[src/rtl/regfile_wb_arbiter.sv]
// Arbitrates ALU and load writebacks onto one register-file write port and tracks pending registers.
// Latency: EX grant to RegWEn is 1 cycle; load accept to RegWEn is at least 2 cycles (FIFO is not bypassed).
// Backpressure: ld_ready drops only when the load FIFO is full; ex_ready is high only in a cycle EX is granted.
module regfile_wb_arbiter #(
   parameter int LD_DEPTH = 2
) (
   input  logic        clk,
   input  logic        rst_n,
   input  logic        ex_valid,
   input  logic [4:0]  ex_rd,
   input  logic [31:0] ex_data,
   output logic        ex_ready,
   input  logic        ld_valid,
   input  logic [4:0]  ld_rd,
   input  logic [31:0] ld_data,
   output logic        ld_ready,
   input  logic        issue_valid,
   input  logic [4:0]  issue_rd,
   output logic [31:0] busy_mask,
   output logic        RegWEn,
   output logic [4:0]  rd_addr,
   output logic [31:0] rd_data,
   output logic [15:0] ex_stall_cnt
);

   localparam int PW = $clog2(LD_DEPTH);
   localparam int CW = PW + 1;

   typedef enum logic {
      SRC_EX = 1'b0,
      SRC_LD = 1'b1
   } src_t;

   logic [4:0]    fifo_rd   [LD_DEPTH];
   logic [31:0]   fifo_data [LD_DEPTH];
   logic [PW-1:0] wr_ptr;
   logic [PW-1:0] rd_ptr;
   logic [CW-1:0] count;
   logic          fifo_empty;
   logic          push;
   logic          pop;
   logic          grant_ex;
   logic          grant_ld;
   logic          conflict;
   logic [4:0]    sel_rd;
   logic [31:0]   sel_data;
   logic [31:0]   busy_next;
   src_t          last_winner;

   // Arbitration: sole candidate wins; on conflict the loser of the previous conflict wins.
   always_comb begin
      fifo_empty = (count == '0);
      ld_ready   = (count != CW'(LD_DEPTH));
      push       = ld_valid && ld_ready;
      conflict   = ex_valid && !fifo_empty;
      grant_ex   = rst_n && ex_valid && (fifo_empty || (last_winner == SRC_LD));
      grant_ld   = !fifo_empty && (!ex_valid || (last_winner == SRC_EX));
      pop        = grant_ld;
      ex_ready   = grant_ex;
      sel_rd     = grant_ld ? fifo_rd[rd_ptr]   : ex_rd;
      sel_data   = grant_ld ? fifo_data[rd_ptr] : ex_data;
   end

   // Load FIFO payload storage; contents are only meaningful while count covers them.
   always_ff @(posedge clk) begin
      if (push) begin
         fifo_rd[wr_ptr]   <= ld_rd;
         fifo_data[wr_ptr] <= ld_data;
      end
   end

   // Load FIFO pointers/occupancy and conflict history; reset discards any queued loads.
   always_ff @(posedge clk or negedge rst_n) begin
      if (!rst_n) begin
         wr_ptr      <= '0;
         rd_ptr      <= '0;
         count       <= '0;
         last_winner <= SRC_EX;
      end else begin
         if (push) wr_ptr <= wr_ptr + 1'b1;
         if (pop)  rd_ptr <= rd_ptr + 1'b1;
         count <= count + CW'(push) - CW'(pop);
         if (conflict) last_winner <= grant_ld ? SRC_LD : SRC_EX;
      end
   end

   // Register the granted request onto the write port; rd 0 completes the handshake silently.
   always_ff @(posedge clk or negedge rst_n) begin
      if (!rst_n) begin
         RegWEn  <= 1'b0;
         rd_addr <= '0;
         rd_data <= '0;
      end else if (grant_ex || grant_ld) begin
         RegWEn  <= (sel_rd != 5'd0);
         rd_addr <= sel_rd;
         rd_data <= sel_data;
      end else begin
         RegWEn  <= 1'b0;
      end
   end

   // Pending-write scoreboard: commit clears, issue sets afterwards so a re-issue wins.
   always_comb begin
      busy_next = busy_mask;
      if (RegWEn) busy_next[rd_addr] = 1'b0;
      if (issue_valid && (issue_rd != 5'd0)) busy_next[issue_rd] = 1'b1;
      busy_next[0] = 1'b0;
   end

   // Pending-write mask register.
   always_ff @(posedge clk or negedge rst_n) begin
      if (!rst_n) busy_mask <= '0;
      else        busy_mask <= busy_next;
   end

   // Saturating count of cycles where EX was presented but not granted.
   always_ff @(posedge clk or negedge rst_n) begin
      if (!rst_n) begin
         ex_stall_cnt <= '0;
      end else if (ex_valid && !ex_ready && (ex_stall_cnt != 16'hFFFF)) begin
         ex_stall_cnt <= ex_stall_cnt + 16'd1;
      end
   end

endmodule

[config.mk]
export PLATFORM = sky130hd
export DESIGN_NAME = regfile_wb_arbiter
export DESIGN_NICKNAME = d
export VERILOG_FILES = /design/src/rtl/regfile_wb_arbiter.sv
export SDC_FILE = /design/constraint.sdc
export NUM_CORES = 1
export LEC_CHECK = 0
export ABC_CLOCK_PERIOD_IN_PS = 4800
export CORE_MARGIN = 2
export CORE_UTILIZATION = 35
export CTS_CLUSTER_SIZE = 12
export DETAILED_ROUTE_END_ITERATION = 6
export PLACE_DENSITY = 0.62
export SYNTH_ARGS = -nofsm -noshare
export SYNTH_HDL_FRONTEND = slang
export SYNTH_SLANG_ARGS = --single-unit
[constraint.sdc]
create_clock -name clk -period 4.8 [get_ports clk]
set_clock_uncertainty 0.15 [all_clocks]
set_input_delay 0.96 -clock clk [delete_from_list [all_inputs] [get_ports clk]]
set_output_delay 0.96 -clock clk [all_outputs]
set_load 0.005 [all_outputs]
==> flow_summary.toml, run 1 <==
[logic_synthesis]
synthCells = 542
postSynthRegisterBits = 164
ys_types = 45
yosysSeqAreaShare_pct = 66.9
synth_nets = 629
syn_avg_cell_area_um2 = 12.3
synth_area_mm2 = 0.00669
yosysWarnings = 0
synth-async-reset-ratio_pct = 54.9
synthFlopType = "dfrtp_1"
synth_edf_count = 74

[sta]
fin_crit_sh_pct = 71.9
rsz0062_at_grt = "false"
max-slew-margin-rel_pct = 23.3
worst_pin_slew_ps = 1150
maxSlewViolCount = 0
timing.fmax_mhz = 290
min_period_ps = 3450
finalSetupViolCount = 0
fin_setup_tns_ps = 0
finalHoldViolCount = 0

[detailed_routing]
ant_nets = 0
drc = 0
vias = 4992
routed.top_layer = "met4"
first_pass_iters = 5
wirelength_um = 16800
first_iter_violations = 247
dr_wl_met2_um = 7860
wl_met3_um = 1500
wl_met1_um = 7220
wire_per_inst_um = 17.6
post_drt_via_cell_ratio = 5.22

[floorplan]
die_width_um = 142
die_y_um = 142
die_area_mm2 = 0.0202
core-area_mm2 = 0.0187
io_pins = 172
initial_utilization_pct = 35.8
std_cell_rows = 50

[clock_tree]
cts_tree = "built"
numCtsBuffers = 17
postCtsHoldBufs = 0
clkSinkCount = 164
cts_setup_buffers = 0
clk_pin_slew_ps = 60
cts_buffer_depth = 2
htreeDepth = 4
clock_latency_ps = 420
cts-root-buf = "clkbuf_16"
cts_resized = 0

[pwr]
irDropWorstVdd_uv = 280
p_leak_nw = 3.43
p_per_area_mw_per_mm2 = 607

[critical_path]
end_kind = "primary output"
ff2ff_path_depth = 3
reg2reg_from = "count[0]"
crit_family = "buffers and inverters"
critPathRequiredTime_ps = 3690
path_max_fanout = 6
start_kind = "input port"
cp-startpoint = "ex_valid"
r2r-end = "fifo_data[0][0]"
path_cells = "clkdlybuf4s50_1 -> nand2_1 -> nor2_1 -> clkdlybuf4s50_1"
critical_path.max_stage_delay_ps = 630
critical_path_arrival_ps = 2340
slowest_stage = "clkdlybuf4s50_1"
ff2ff_setup_slack_ps = 2550
crit_path_frequent_cell = "clkdlybuf4s50_1"
endpoint = "ex_ready"
cp.depth = 4
critPathBufInv = 2
path_class = "in2out"

[grt]
grt_first_pass_wirelength_um = 26700
antenna_found_initial = 0
overflow = 0
grt_start_max_net_pins = 70
grtUsageTotal_pct = 17.1
grt_pass1_vias = 5146

[finish]
fill_cells = 1647
most-common-layout-cells = "169 x clkdlybuf4s50_1, 89 x dfrtp_1, 80 x nand2_1, 74 x edfxtp_1, 68 x o21ai_0"
drive_gt1_share_pct = 7.76
final_area_mm2 = 0.00920
area_growth_pct = 37.5
diodes = 0
final_core_util_pct = 49.2
final_common_cell = "clkdlybuf4s50_1"
nets = 796

[place]
place_congestion = 0.829
port_buffers = 170
placed_area_mm2 = 0.00863
dp_hpwl_um = 11300

[min_path]
hp-class = "in2async"

[run]
cap_violations = 0

[outcome]
status = "finished clean"
worst min-delay path by stage:
stage / from / to / cells past startpoint
4_1_cts: rst_n / rd_data[26] / 1
3_3_place_gp: busy_mask[16] / busy_mask[16] / 2
3_5_place_dp: busy_mask[16] / busy_mask[16] / 2
6_report: rst_n / last_winner / 1
2_1_floorplan: wr_ptr / wr_ptr / 1
5_1_grt: rst_n / count[1] / 1
worst reg2reg max path, stage by stage, from the launching register on:
cell      delay, ps
dfrtp_1         460
nand2b_1        200
nand2_1         150
nor2_4          890
report_power, final:
group	leakage, nW	internal (mW)	switching (mW)	total [mW]
sequential	1.73	2.00	0.345	2.34
combinational	1.43	1.01	0.914	1.93
clock	0.268	0.767	0.549	1.32
registers in the layout, indices dropped and copies added, names as in the netlist:
signal	count
last_winner	1
busy_mask	31
count	2
ex_stall_cnt	16
rd_data	32
RegWEn	1
fifo_rd	10
fifo_data	64
rd_ptr	1
wr_ptr	1
rd_addr	5
Yosys cell counts, types with 2 or more instances:
master	number	area share, %
a211oi_1	32	3.6
a21oi_1	2	0.15
a31oi_1	33	3.1
and2_1	2	0.19
and3_1	3	0.28
buf_1	6	0.34
buf_2	4	0.30
clkbuf_1	16	0.90
dfrtp_1	90	34
edfxtp_1	74	33
ha_1	3	0.56
inv_1	3	0.17
mux2_2	3	0.50
mux2i_1	5	0.75
nand2_1	80	4.5
nand3_1	8	0.60
nand3b_1	10	1.1
nand4_2	2	0.37
nor2_1	11	0.62
nor2b_1	32	3.0
nor3_1	4	0.30
nor3b_1	2	0.22
nor4_1	5	0.47
nor4_2	2	0.37
o21ai_0	68	5.1
or3_1	2	0.19
or3b_2	4	0.52
xnor2_1	6	0.79
xor2_1	14	1.8
routing by layer:
layer  up-vias  global-route usage, %
met5         -                      0
met4         0                   6.11
met3        19                   5.38
met2       230                   27.0
met1      2423                   22.4
li1       2320                      -
layout make-up:
cell class	count	area (um^2)	area share (%)
multi-input combinational	347	2110	23.0
clock inverter	12	131	1.43
tap	234	293	3.18
timing repair buffer	175	1740	18.9
clock buffer	20	437	4.75
sequential	164	4480	48.6
inverter	4	15.0	0.163
metrics by stage:
stage	setup slack [ps]	cells	hold WS, ps	power [mW]
floorplan	1600	542	311	3.21
global placement	1350	924	340	4.24
detailed placement	1350	924	348	4.31
CTS	1350	956	342	5.65
global route	1270	956	365	5.95
finish	1350	956	347	5.59
cells by family after synthesis:
group	after synthesis	share of synthesized area (%)
other	1	0.0560
multiplexers	9	1.48
flip-flops	164	66.9
AND/OR/NAND/NOR	175	14.0
XOR/XNOR	20	2.62
buffers and inverters	31	1.87
AO/OA/AOI/OAI	139	12.5
adder cells (fa/ha/maj)	3	0.561
(Power assumes the default switching activity.)
==> run 2, diff against run 1 <==
ABC_CLOCK_PERIOD_IN_PS = 3100   (was 4800)
PLACE_DENSITY = 0.64   (was 0.62)
clock period = 3.1 ns   (was 4.8 ns; I/O delays follow)
==> flow_summary.toml, run 2 (synthesized netlist as in run 1, its figures left out) <==
[floorplan]
die_y_um = 142
die_area_mm2 = 0.0202
initial_utilization_pct = 35.8
die_width_um = 142
core-area_mm2 = 0.0187
io_pins = 172
std_cell_rows = 50

[run]
cap_violations = 0

[sta]
fin_crit_sh_pct = 90.0
timing.fmax_mhz = 358
maxSlewViolCount = 0
fin_setup_tns_ps = 0
max-slew-margin-rel_pct = 48.0
timing.final.ws_setup_ps = 310
rsz0062_at_grt = "false"
min_period_ps = 2790
finalHoldViolCount = 0
finalSetupViolCount = 0
worst_pin_slew_ps = 781

[critical_path]
critPathRequiredTime_ps = 2330
start_kind = "input port"
end_kind = "primary output"
path_max_fanout = 6
path_class = "in2out"
critical_path_arrival_ps = 2020

[finish]
area_growth_pct = 38.9
drive_gt1_share_pct = 8.82
most-common-layout-cells = "169 x clkdlybuf4s50_1, 89 x dfrtp_1, 80 x nand2_1, 74 x edfxtp_1, 68 x o21ai_0"
diodes = 0
regMostFlops = "fifo_data"
nets = 800
largestRegisters = "fifo_data (64), rd_data (32), busy_mask (31)"
final_common_cell = "clkdlybuf4s50_1"
largest_reg_flops = 64

[pwr]
clkPwrFrac_pct = 24.3
p_sw_mw = 2.91
switching_share_pct = 33.2
seqPwrFrac_pct = 41.4
p_per_area_mw_per_mm2 = 942
p_comb_share_pct = 34.2
report.power.total_mw = 8.76
irDropWorstVdd_uv = 521
internal-power_mw = 5.85
p_leak_nw = 3.49

[clock_tree]
cts_buffer_depth = 2
cts_tree = "built"
cts_setup_buffers = 0
clk_pin_slew_ps = 60
cts-root-buf = "clkbuf_16"
cts_resized = 0
clock_latency_ps = 430
numCtsBuffers = 17
clkSinkCount = 164
htreeDepth = 4
postCtsHoldBufs = 0

[grt]
antenna_found_initial = 0
grtUsageTotal_pct = 17.0
grt_start_max_net_pins = 62
grt_first_pass_wirelength_um = 26800
grt_pass1_vias = 5188
overflow = 0

[outcome]
status = "finished clean"

[detailed_routing]
first_iter_violations = 341
wirelength_um = 16600
first_pass_iters = 5
post_drt_via_cell_ratio = 5.26
ant_nets = 0
wire_per_inst_um = 17.3
drc = 0
vias = 5045

[place]
place_congestion = 0.807
dp_hpwl_um = 11600
place_ws_ps = 290
port_buffers = 170

[min_path]
hp-class = "in2async"
run 2: cell types whose count changed in the layout (fill, tap and decap cells not counted), sizes merged:
cell      previous run  this run
buf                  6        10
clkinvlp             3         0
inv                  6        14
bufinv               2         1
clkbuf              20        17
clkinv               5         4
run 2: power groups by stage:
stage | combinational (mW) | sequential (mW) | clock (mW)
after detailed placement | 3.04 | 3.66 | 0
after CTS | 3.05 | 3.63 | 2.17
after floorplan | 1.47 | 3.51 | 0
after global placement | 2.93 | 3.64 | 0
after global routing | 3.31 | 3.73 | 2.27
final | 3.00 | 3.63 | 2.13
run 2: path summary, 6_finish.rpt:
| kind | depth (start not counted) | slack [ps] | start | to |
|---|---|---|---|---|
| max | 4 | 310 | ex_valid | ex_ready |
| max reg2reg | 5 | 1140 | count[0] | rd_data[19] |
| max in group asynchronous | 2 | 2030 | rst_n | busy_mask[21] |
| min reg2reg | 2 | 370 | busy_mask[13] | busy_mask[13] |
| min | 2 | 100 | rst_n | last_winner |
| min in group clk | 2 | 370 | busy_mask[13] | busy_mask[13] |
run 2: worst max-delay path, stage by stage:
cell             delay, ps
clkdlybuf4s50_1        650
nand2_1                120
nor2_1                 130
clkdlybuf4s50_1        500
run 2: metal layers:
layer	GRT usage [%]	up-vias	share of wire (%)
met1	22.0	2464	43
met3	4.85	29	8.3
li1	-	2327	-
met5	0	-	0
met2	28.0	225	47
met4	5.21	0	1.6
run 2: area by class of cell:
| cell class | count | area [um^2] |
|---|---|---|
| Fill cell | 1622 | 9410 |
| Sequential cell | 164 | 4480 |
| Multi-Input combinational cell | 347 | 2110 |
| Timing Repair Buffer | 179 | 1790 |
| Clock buffer | 17 | 425 |
| Tap cell | 234 | 293 |
| Clock inverter | 15 | 180 |
| Inverter | 4 | 15.0 |
run 2: per-stage QoR:
stage                     area [um^2]  hold slack (ps)  utilization, %  instances
after floorplan                  6690              174               -        542
after global placement           8690              338            46.4        928
after detailed placement         8690              348            46.4        928
after CTS                        9290              100            49.7        960
after global routing             9290              113            49.7        960
final                            9290             95.4            49.7        960
==> run 3, diff against run 2 <==
SKIP_CTS_REPAIR_TIMING = 1   (was default)
==> results of run 3 <==
Same layout as run 2: the final DEF is identical, and so are final timing and power.
